### src/rtl/led_pkg.sv
// Shared types and helpers for the multi-channel LED driver.
package led_pkg;

    typedef enum logic [1:0] {
        LED_OFF   = 2'd0,
        LED_ON    = 2'd1,
        LED_BLINK = 2'd2,
        LED_PWM   = 2'd3
    } led_mode_t;

    function automatic int calc_div(input int clk_hz, input int tick_hz);
        return clk_hz / tick_hz;
    endfunction

    // Counter width able to hold 0..div-1, never narrower than one bit.
    function automatic int cnt_width(input int div);
        return (div <= 2) ? 1 : $clog2(div);
    endfunction

endpackage

### src/rtl/led_tick_gen.sv
// Prescaler producing a one-cycle tick every CLK_FREQ_HZ/TICK_HZ clocks; clr restarts the count.
module led_tick_gen
    import led_pkg::*;
#(
    parameter int CLK_FREQ_HZ = 27_000_000,
    parameter int TICK_HZ     = 1000
) (
    input  logic clk,
    input  logic rst_n,
    input  logic clr,
    output logic tick
);

    localparam int DIV = calc_div(CLK_FREQ_HZ, TICK_HZ);
    localparam int CW  = cnt_width(DIV);

    logic [CW-1:0] cnt_q, cnt_d;

    assign tick = (cnt_q == CW'(DIV - 1));

    always_comb begin
        cnt_d = cnt_q + 1'b1;
        if (clr || tick) begin
            cnt_d = '0;
        end
    end

    always_ff @(posedge clk or negedge rst_n) begin
        if (!rst_n) begin
            cnt_q <= '0;
        end else begin
            cnt_q <= cnt_d;
        end
    end

endmodule

### src/rtl/led_multi_blink.sv
// Multi-channel LED driver: per-channel OFF/ON/BLINK/PWM with a shared prescaler tick.
// Define LED_ACTIVE_LOW_EN to invert led_out at the output register.
module led_multi_blink
    import led_pkg::*;
#(
    parameter int CLK_FREQ_HZ       = 27_000_000,
    parameter int TICK_HZ           = 1000,
    parameter int NUM_CH            = 4,
    parameter int PERIOD_W          = 16,
    parameter int DUTY_W            = 8,
    parameter int RESET_HALF_PERIOD = 500
) (
    input  logic                                        clk,
    input  logic                                        rst_n,
    input  logic                                        cfg_valid,
    output logic                                        cfg_ready,
    input  logic [((NUM_CH > 1) ? $clog2(NUM_CH) : 1)-1:0] cfg_ch,
    input  logic [1:0]                                  cfg_mode,
    input  logic [PERIOD_W-1:0]                         cfg_half_period,
    input  logic [DUTY_W-1:0]                           cfg_duty,
    output logic                                        cfg_err,
    input  logic                                        sync_i,
    output logic [NUM_CH-1:0]                           led_out
);

    localparam int CH_W = (NUM_CH > 1) ? $clog2(NUM_CH) : 1;

    logic              tick;
    logic              ready_q, err_q, err_d;
    logic              ch_bad, wr_ok;
    logic [DUTY_W-1:0] pwm_q, pwm_d;
    logic [NUM_CH-1:0] led_q, led_d;

    led_tick_gen #(
        .CLK_FREQ_HZ (CLK_FREQ_HZ),
        .TICK_HZ     (TICK_HZ)
    ) u_tick (
        .clk   (clk),
        .rst_n (rst_n),
        .clr   (sync_i),
        .tick  (tick)
    );

    // Widen by one bit so the range check stays meaningful when NUM_CH is a power of two.
    assign ch_bad = ({1'b0, cfg_ch} >= (CH_W + 1)'(NUM_CH));
    assign wr_ok  = cfg_valid && ready_q && !ch_bad;
    assign err_d  = cfg_valid && ready_q && ch_bad;
    assign pwm_d  = pwm_q + 1'b1;

    for (genvar i = 0; i < NUM_CH; i++) begin : g_ch
        led_mode_t           mode_q, mode_d;
        logic [PERIOD_W-1:0] hp_q, hp_d, bcnt_q, bcnt_d, hp_last;
        logic [DUTY_W-1:0]   duty_q, duty_d;
        logic                st_q, st_d, hit;

        assign hit     = wr_ok && (cfg_ch == CH_W'(i));
        assign hp_last = (hp_q == '0) ? '0 : hp_q - 1'b1;

        // Config and sync take priority over a coincident tick.
        always_comb begin
            mode_d = mode_q;
            hp_d   = hp_q;
            duty_d = duty_q;
            bcnt_d = bcnt_q;
            st_d   = st_q;
            if (hit) begin
                mode_d = led_mode_t'(cfg_mode);
                hp_d   = cfg_half_period;
                duty_d = cfg_duty;
            end
            if (hit || sync_i) begin
                bcnt_d = '0;
                st_d   = 1'b1;
            end else if (tick) begin
                if (bcnt_q >= hp_last) begin
                    bcnt_d = '0;
                    st_d   = ~st_q;
                end else begin
                    bcnt_d = bcnt_q + 1'b1;
                end
            end
        end

        always_ff @(posedge clk or negedge rst_n) begin
            if (!rst_n) begin
                mode_q <= LED_BLINK;
                hp_q   <= PERIOD_W'(RESET_HALF_PERIOD);
                duty_q <= '0;
                bcnt_q <= '0;
                st_q   <= 1'b0;
            end else begin
                mode_q <= mode_d;
                hp_q   <= hp_d;
                duty_q <= duty_d;
                bcnt_q <= bcnt_d;
                st_q   <= st_d;
            end
        end

        assign led_d[i] = (mode_q == LED_ON)    ? 1'b1 :
                          (mode_q == LED_BLINK) ? st_q :
                          (mode_q == LED_PWM)   ? (pwm_q < duty_q) : 1'b0;
    end

    always_ff @(posedge clk or negedge rst_n) begin
        if (!rst_n) begin
            ready_q <= 1'b0;
            err_q   <= 1'b0;
            pwm_q   <= '0;
`ifdef LED_ACTIVE_LOW_EN
            led_q   <= '1;
`else
            led_q   <= '0;
`endif
        end else begin
            ready_q <= 1'b1;
            err_q   <= err_d;
            pwm_q   <= pwm_d;
`ifdef LED_ACTIVE_LOW_EN
            led_q   <= ~led_d;
`else
            led_q   <= led_d;
`endif
        end
    end

    assign cfg_ready = ready_q;
    assign cfg_err   = err_q;
    assign led_out   = led_q;

endmodule

### config.mk
export PLATFORM = sky130hd
export DESIGN_NAME = led_multi_blink
export DESIGN_NICKNAME = d
export VERILOG_FILES = /design/src/rtl/led_pkg.sv /design/src/rtl/led_tick_gen.sv /design/src/rtl/led_multi_blink.sv
export SDC_FILE = /design/constraint.sdc
export NUM_CORES = 1
export LEC_CHECK = 0
export CAP_MARGIN = 10
export CORE_ASPECT_RATIO = 1.25
export CORE_UTILIZATION = 25
export CTS_BUF_LIST = sky130_fd_sc_hd__clkbuf_4 sky130_fd_sc_hd__clkbuf_8
export DETAILED_ROUTE_END_ITERATION = 7
export PLACE_DENSITY = 0.44
export SETUP_SLACK_MARGIN = 0.02
export SLEW_MARGIN = 15
export SYNTH_ARGS = -nofsm -noshare
export SYNTH_HDL_FRONTEND = slang
export SYNTH_SLANG_ARGS = --single-unit
### constraint.sdc
create_clock -name clk -period 4.9 [get_ports clk]
set_input_delay 0.735 -clock clk [delete_from_list [all_inputs] [get_ports clk]]
set_output_delay 0.735 -clock clk [all_outputs]
set_load 0.01 [all_outputs]
==> impl_metrics.csv <==
group,metric,value,unit
worst_setup_path,crit_fanout,14,
clocking,cts_sinks,200,
sta,relSlewSlack,0.239,
cells_and_area,nets,1454,
logic_synthesis,synthCells,1280,
floorplanning,dieArea,0.0493,mm2
clocking,h-tree-depth,4,
pwr,clockPowerShare,0.264,
clocking,clk_pin_slew,0.11,ns
detailed_routing,vias,9164,
cells_and_area,areaGrowthSynthToFinish,13.0,%
worst_setup_path,endpoint_kind,"flip-flop",
worst_setup_path,worstPathArrival,4.94,ns
clocking,numCtsBuffers,17,
floorplanning,pin_count,38,
placement,post-dp-hpwl,22300,um
logic_synthesis,async_flop_share,1.00,
sta,hold_ws,0.250,ns
floorplanning,start_util,0.255,
floorplanning,die_w,199,um
worst_setup_path,worstSetupStartpointType,"flip-flop",
worst_setup_path,crit_required,5.28,ns
logic_synthesis,syn_nets,1418,
global_route,grt_pass1_vias,9444,
sta,finalClockSkew,0.0201,ns
sta,period_share,0.929,
pwr,switchingPower,1.42,mW
clocking,post_cts_buffers,0,
logic_synthesis,synth_seq_cells,200,
logic_synthesis,avgSynthCellArea,9.45,um2
flow_run,maxCapViolCount,0,
detailed_routing,wl_per_cell,15.8,um
global_route,antenna_found_initial,4,
pwr,p_int,2.81,mW
detailed_routing,drc_errors,0,
placement,placed_area,0.0133,mm2
pwr,ir_drop,0.170,mV
clocking,root_buffer,"clkbuf_8",
worst_setup_path,rrSetupSlack,0.35,ns
sta,finalSetupViolations,0,
cells_and_area,final_common_cell,"nand2_1",
logic_synthesis,syn_area,0.0121,mm2
sta,drv_slew,0,
cells_and_area,final_cell_mix,"206 x nand2_1, 172 x dfrtp_1, 106 x ha_1, 89 x nor2_1, 70 x mux2_2",
placement,io_buffers,36,
detailed_routing,antenna_left,0,
detailed_routing,drt_iter0_drc,372,
cells_and_area,layout-drive-gt1-share,0.123,
clocking,holdBufCountCts,0,
worst_hold_path,hold_class,"in2async",
cells_and_area,fin_area,0.0137,mm2
clocking,clk_latency,0.51,ns
pwr,combPwrFrac,0.242,
global_route,track_usage,0.133,
logic_synthesis,synth_flop_cell,"dfrtp_1",
global_route,grt_pass1_wl,51000,um
floorplanning,rows,89,
logic_synthesis,yosysSeqAreaShare,0.417,
global_route,grt_max_degree,119,
clocking,tritoncts,"yes",
global_route,overflow,0,
sta,finalSetupTns,0,ns
detailed_routing,routed_via_density,4.66,
pwr,fin_total_pwr,4.24,mW
logic_synthesis,ys_types,64,
floorplanning,coreArea,0.0474,mm2
logic_synthesis,yosysWarnings,0,
placement,globalplace.congestion,0.770,
worst_setup_path,rr_endpoint,"g_ch[3].bcnt_q[13]",
floorplanning,die_h,248,um
detailed_routing,routed_wl,31100,um
sta,period_minus_slack,4.55,ns
sta,grt_setup_unrepaired,"false",
detailed_routing,dr.pass1.iters,4,
outcome,status,"completed",
sta,tightestPinTransition,1.14,ns
sta,hold_viol_final,0,
worst_setup_path,reg2regPathDepth,12,
pwr,p_per_area,310,mW/mm2
worst_setup_path,critical_path_class,"reg2reg",
worst_setup_path,reg2reg_from,"g_ch[3].hp_q[9]",
clocking,ctsResizeCount,0,
clocking,clk_path_buf_depth,2,
pwr,leakage,6.06,nW
sta,max_freq,0.220,GHz
pwr,swShare,0.336,
cells_and_area,nFillCells,5097,
logic_synthesis,synth_edf_count,0,
pwr,seqPwrFrac,0.494,
cells in the mapped netlist (all sizes together), types with 7 or more instances:
master    n  area, um2
xor2     59        517
a31oi    16        100
or3       9       56.3
ha      106       1330
a21o     18        135
o22ai    12       75.1
inv      67        251
and4      7       61.3
dfrtp   172       4300
a211oi    8       60.1
and2     10       62.6
dfstp    28        736
xnor2    34        298
nand4    31        194
nor2     91        344
or4       8       60.1
mux2     71        800
nand3    50        250
and3     14       87.6
nor4     19        125
clkbuf   29        109
nor3     28        140
nand2b   19        119
a21oi    36        199
o21a      7       52.6
buf       7       42.5
nand2   207        780
o21ai    51        255
through the flow:
stage / setup WS, ns / util / std cells
final: 0.346 / 0.288 / 1967
after detailed placement: 0.309 / 0.280 / 1934
after global routing: 0.0301 / 0.288 / 1967
after floorplan: 0.921 / - / 1280
after CTS: 0.284 / 0.288 / 1966
after global placement: 0.404 / 0.280 / 1934
critical path, stage by stage, from the launching register on:
cell and delay [ns]:
dfrtp_1 0.42, or4_1 0.58, or3_1 0.39, or4_1 0.43
nand2b_1 0.37, and2_1 0.27, ha_1 0.25, nand2b_1 0.14
a211oi_1 0.21, o311ai_0 0.18, o221ai_1 0.26, nand3_1 0.46
o311ai_0 0.48
layout make-up:
type                       count  area, um2  share of cell area
antenna                        1       2.50            0.000183
clock buffer                  18        241              0.0177
sequential                   200       5040               0.369
timing repair buffer          53        504              0.0369
inverter                      67        251              0.0184
tap                          637        797              0.0583
clock inverter                14        156              0.0114
multi-input combinational    977       6670               0.488
per-layer routing:
layer,up-vias,global-route usage,part of all wire
met5,-,0,0.0010
met2,98,0.237,0.50
met1,4462,0.162,0.45
met3,27,0.0202,0.025
li1,4571,-,-
met4,6,0.0441,0.017
registers in the layout, indices dropped and copies added (netlist names):
name          cells
g_ch.bcnt_q      64
g_ch.hp_q        64
cfg_ready         1
g_ch.mode_q       8
g_ch.duty_q      32
u_tick.cnt_q     15
led_out           4
pwm_q             8
g_ch.st_q         4
kinds of logic (layout without fill, tap and decap cells):
kind of cell | count (synthesis) | count (layout) | share of synthesized area
buffers and inverters | 103 | 152 | 0.0333
other | 2 | 3 | 0.000621
DFF | 200 | 200 | 0.417
and+or+nand+nor | 515 | 515 | 0.204
adders and majority gates | 106 | 106 | 0.110
xor gates and xnor gates | 93 | 93 | 0.0674
muxes | 74 | 74 | 0.0686
AOI/OAI and AO/OA | 187 | 187 | 0.0998
power groups by stage:
stage | Sequential, mW | Combinational (mW) | Clock, mW
final | 2.10 | 1.02 | 1.12
after global routing | 2.13 | 1.18 | 1.23
after CTS | 2.10 | 1.05 | 1.18
after detailed placement | 2.13 | 1.04 | 0
after global placement | 2.12 | 1.02 | 0
after floorplan | 2.07 | 0.731 | 0
worst max-delay path by stage:
stage / startpoint / end / slack (ns) / depth (start not counted)
6_report: g_ch[3].hp_q[9] / g_ch[3].bcnt_q[13] / 0.35 / 12
5_1_grt: g_ch[3].hp_q[9] / g_ch[3].bcnt_q[13] / 0.03 / 12
4_1_cts: g_ch[3].hp_q[9] / g_ch[3].bcnt_q[13] / 0.28 / 12
3_5_place_dp: g_ch[3].hp_q[9] / g_ch[3].bcnt_q[13] / 0.31 / 12
3_3_place_gp: g_ch[3].hp_q[9] / g_ch[3].bcnt_q[13] / 0.40 / 12
2_1_floorplan: g_ch[3].hp_q[9] / g_ch[3].bcnt_q[14] / 0.92 / 13
No activity file was read; power rests on OpenSTA's default activity.
